### config.mk
export PLATFORM = sky130hd
export DESIGN_NAME = prince_round_ctrl
export DESIGN_NICKNAME = d
export VERILOG_FILES = /design/src/rtl/prince_round_ctrl.sv
export SDC_FILE = /design/constraint.sdc
export NUM_CORES = 1
export LEC_CHECK = 0
export CAP_MARGIN = 10
export CORE_AREA = 5 5 204 206
export CTS_CLUSTER_DIAMETER = 150
export DETAILED_ROUTE_END_ITERATION = 8
export DIE_AREA = 0 0 209 211
export PLACE_DENSITY = 0.66
export SLEW_MARGIN = 5
export SYNTH_ARGS = -nofsm -noshare
export SYNTH_HDL_FRONTEND = slang
export SYNTH_SLANG_ARGS = --single-unit
### constraint.sdc
create_clock -name clk -period 1.4 [get_ports clk]
set_input_delay 0.14 -clock clk [delete_from_list [all_inputs] [get_ports clk]]
set_output_delay 0.14 -clock clk [all_outputs]
set_load 0.01 [all_outputs]
### src/rtl/prince_round_ctrl.sv
// Round controller and shared masked-state register for the round-based TI PRINCE core.
// Selects fresh vs. feedback shares at the input muxers and sequences the rounds.
module prince_round_ctrl #(
  parameter int SHARES = 4,
  parameter int WIDTH  = 64,
  parameter int ROUNDS = 12,
  parameter int LAT    = 1
) (
  input  logic                        clk,
  input  logic                        rst_n,
  input  logic                        start,
  input  logic [SHARES*WIDTH-1:0]     mux_res,
  output logic                        sel,
  output logic [SHARES*WIDTH-1:0]     state,
  output logic [$clog2(ROUNDS)-1:0]   round_idx,
  output logic [1:0]                  phase,
  output logic                        busy,
  output logic                        done,
  input  logic                        ack,
  output logic [1:0]                  fsm_state
);

  localparam int IW  = $clog2(ROUNDS);
  localparam int CW  = ($clog2(LAT + 1) < 1) ? 1 : $clog2(LAT + 1);
  localparam int FWD = (ROUNDS - 2) / 2;
  localparam logic [IW-1:0] FWD_I  = IW'(FWD);
  localparam logic [IW-1:0] LAST_I = IW'(ROUNDS - 1);
  localparam logic [CW-1:0] BEAT_I = CW'(LAT - 1);

  typedef enum logic [1:0] {
    S_IDLE = 2'd0,
    S_RUN  = 2'd1,
    S_DONE = 2'd2
  } st_t;

  st_t           cur, nxt;
  logic [CW-1:0] lat_cnt;
  logic          beat;
  logic          last_round;

  assign beat       = (lat_cnt == BEAT_I);
  assign last_round = (round_idx == LAST_I);

  always_ff @(posedge clk or negedge rst_n) begin
    if (!rst_n) cur <= S_IDLE;
    else        cur <= nxt;
  end

  always_comb begin
    nxt = cur;
    case (cur)
      S_IDLE:  if (start) nxt = S_RUN;
      S_RUN:   if (beat && last_round) nxt = S_DONE;
      S_DONE:  if (ack) nxt = S_IDLE;
      default: nxt = S_IDLE;
    endcase
  end

  // Outputs depend on the FSM state alone so sel never glitches with start/ack.
  always_comb begin
    sel       = (cur == S_IDLE);
    busy      = (cur == S_RUN);
    done      = (cur == S_DONE);
    fsm_state = cur;
  end

  always_ff @(posedge clk or negedge rst_n) begin
    if (!rst_n) begin
      state     <= '0;
      round_idx <= '0;
      lat_cnt   <= '0;
    end else begin
      case (cur)
        S_IDLE: begin
          if (start) begin
            state     <= mux_res;
            round_idx <= '0;
            lat_cnt   <= '0;
          end
        end
        S_RUN: begin
          if (beat) begin
            state   <= mux_res;
            lat_cnt <= '0;
            if (!last_round) round_idx <= round_idx + IW'(1);
          end else begin
            lat_cnt <= lat_cnt + CW'(1);
          end
        end
        default: ;
      endcase
    end
  end

  // Middle phase covers the two rounds straddling the reflection.
  always_comb begin
    phase = 2'd2;
    if (round_idx < FWD_I)
      phase = 2'd0;
    else if ((round_idx == FWD_I) || (round_idx == FWD_I + IW'(1)))
      phase = 2'd1;
  end

endmodule

==> reports/qor.yml <==
clock_network:
  clk_pin_slew_ns: 0.06
  clockRootBuffer: "clkbuf_16"
  cts_buffer_depth: 3
  cts_buffers: 30
  cts.sink_count: 262
  insertion_delay_ns: 0.55
  cts_tree: "done"
  cts-htree-levels: 1
drt:
  firstDrtPassIters: 4
  drt_iter0_markers: 219
  vias: 7479
  post_drt_via_cell_ratio: 4.24
  ant_nets: 0
  drcViolationCount: 0
  avgRoutedWirePerCell_um: 20.6
  wl_um: 36400
grt:
  grt_pass1_vias: 8495
  grt_pass1_wl_um: 52800
  grt-ovfl-total: 0
  grt_max_degree: 53
  grt_usage: 0.152
  antenna_found_initial: 0
sta:
  period_needed_ns: 1.76
  finalClockSkew_ns: 0.00903
  worst_pin_slew_ns: 0.529
  finalCritPeriodShare: 1.25
  timing.hold.ws_ns: 0.140
  finalMaxSlewViolations: 0
  fmax_ghz: 0.570
  worst_slack_ns: -0.356
  hold_viol_final: 0
  slew_headroom: 0.648
  setup_viol: 270
  rsz0062_at_grt: "true"
die:
  io_pins: 527
  start_util: 0.272
  core_area_um2: 39500
  die-area_um2: 44100
  fp.dieH_um: 211
  rows: 73
  die_w_um: 209
worst_hold_path:
  hold_class: "in2async"
synth:
  yosys.area_share.simple: 0.0116
  synth_cell_types: 23
  synth_nets: 850
  synth_top_family_by_area: "multiplexers"
  synth-seq-cells: 262
  seq_area_frac_synth: 0.611
  synth_area_um2: 10700
  synth_top_area_frac: 0.611
  muxShareOfSynthArea: 0.334
  yosysTopAreaCell: "dfrtp_1"
  syn_area_per_cell_um2: 18.3
  syn_inst: 586
  synthAdderAreaFrac: 0.00467
  ys_top_cells_by_area: "dfrtp_1, mux2_4, mux2_2"
  synth_xor_area_frac: 0
  ys_warn_count: 0
  synth_compound_area_frac: 0.00373
cells_and_area:
  diodes: 0
  final_cell_mix: "dfrtp_1, clkdlybuf4s50_1, mux2_4, clkdlybuf4s15_1, dlygate4sd2_1"
  area_growth_pct: 78.4
  nNetsFinal: 1484
  utilization: 0.485
  final_common_cell: "dfrtp_1"
  drive_gt1_frac: 0.365
setup_path:
  worstPathArrival_ns: 1.62
  crit_type: "reg2out"
  path_cells: "inv_2, ha_2, inv_1, a31o_2, buf_6"
  crit_path_max_fanout: 3
  cp_slowest_cell: "dfrtp_1"
  cp.required_ns: 1.26
  path_buf_inv: 3
  cpPeakStageDelay_ns: 0.40
  crit_family: "flip-flops"
  endpoint_kind: "output port"
  critPathLaunchType: "register"
  reg2reg_slack_ns: -0.30
placed_design:
  place_congestion: 0.813
  io_buffers: 526
  place_hpwl_um: 25700
power:
  power_density_nw_per_um2: 1650
  leakage_nw: 8.56
  vdd_drop_max_v: 0.000950
run:
  maxCapViolations: 0
status:
  status: "complete, but fails checks"
  violations: "negative setup slack"
## synth_stat cells (all sizes together)
master	n
a21oi	1
a31o	1
and3b	1
buf	29
clkbuf	1
dfrtp	262
ha	4
inv	5
mux2	256
nand2	5
nand2b	2
nand3	7
nor2	2
nor2b	1
nor3b	1
nor4b	1
o21ai	2
o21bai	1
o41ai	1
or3	3
## where the power goes
part	leakage, nW	internal, W	switching [W]
logic	5.06	0.00823	0.00515
registers	3.05	0.00960	0.00129
clock network	0.443	0.00422	0.00306
total	8.56	0.0221	0.00950
## cells by family (layout without fill, tap and decap cells)
| group | count (synthesis) | count (layout) |
|---|---|---|
| DFF | 262 | 262 |
| and+or+nand+nor | 23 | 23 |
| adders and majority gates | 4 | 4 |
| muxes | 256 | 256 |
| buffers and inverters | 35 | 688 |
| AOI/OAI and AO/OA | 6 | 6 |
## per-layer routing
metal,vias to the layer above,track usage,routed length (um)
met5,-,0,0
met4,0,0.0477,1000
met3,59,0.0379,2560
met2,317,0.264,18300
met1,3776,0.188,14500
li1,3327,-,-
## what timing repair did
item                       4_1_cts  5_1_grt
cloned                          19        7
hold buffers                     1        0
resized for setup              455      202
pin swaps                        7        7
setup buffers                   33        9
setup endpoints to repair      517      345
hold endpoints to repair       246        0
## worst reg2reg max path: cells and delay by family (launching register included)
kind,cells,cell delay (ns)
AO/OA/AOI/OAI,1,0.16
buffers and inverters,5,0.74
flip-flops,1,0.41
multiplexers,1,0.29
## path summary, 6_finish.rpt
path,start,to,cells past startpoint
max,round_idx[0]$_DFFE_PN0P_,phase[1],5
max in group asynchronous,rst_n,state[223]$_DFFE_PN0P_,3
min reg2reg,state[41]$_DFFE_PN0P_,state[41]$_DFFE_PN0P_,1
min,rst_n,state[169]$_DFFE_PN0P_,2
min in group clk,mux_res[75],state[75]$_DFFE_PN0P_,2
max reg2reg,fsm_state[1]$_DFFE_PN0P_,state[108]$_DFFE_PN0P_,7
## state kept, by name, indices dropped and copies added (netlist names)
register / count
fsm_state: 2
round_idx: 4
state: 256
## per-stage QoR
stage                     std cells  setup TNS [ns]  power (W)  area [um2]  setup WS, ns
after global routing           1764          -59.65     0.0330       19100        -0.472
final                          1764          -49.43     0.0315       19100        -0.356
after floorplan                 586           -8.27     0.0163       10700       -0.0460
after CTS                      1762          -61.44     0.0311       18700        -0.386
after detailed placement       1661          -74.08     0.0229       16900        -0.325
after global placement         1661          -78.29     0.0228       16900        -0.332
## cell type report
class | count | area [um2]
clock inverters | 9 | 52.6
multi-input cells | 289 | 4140
clock buffers | 42 | 857
inverters | 5 | 18.8
well taps | 525 | 657
fillers | 3422 | 20300
flip-flops and latches | 262 | 6560
repair buffers | 632 | 6840
(Power assumes the default switching activity.)
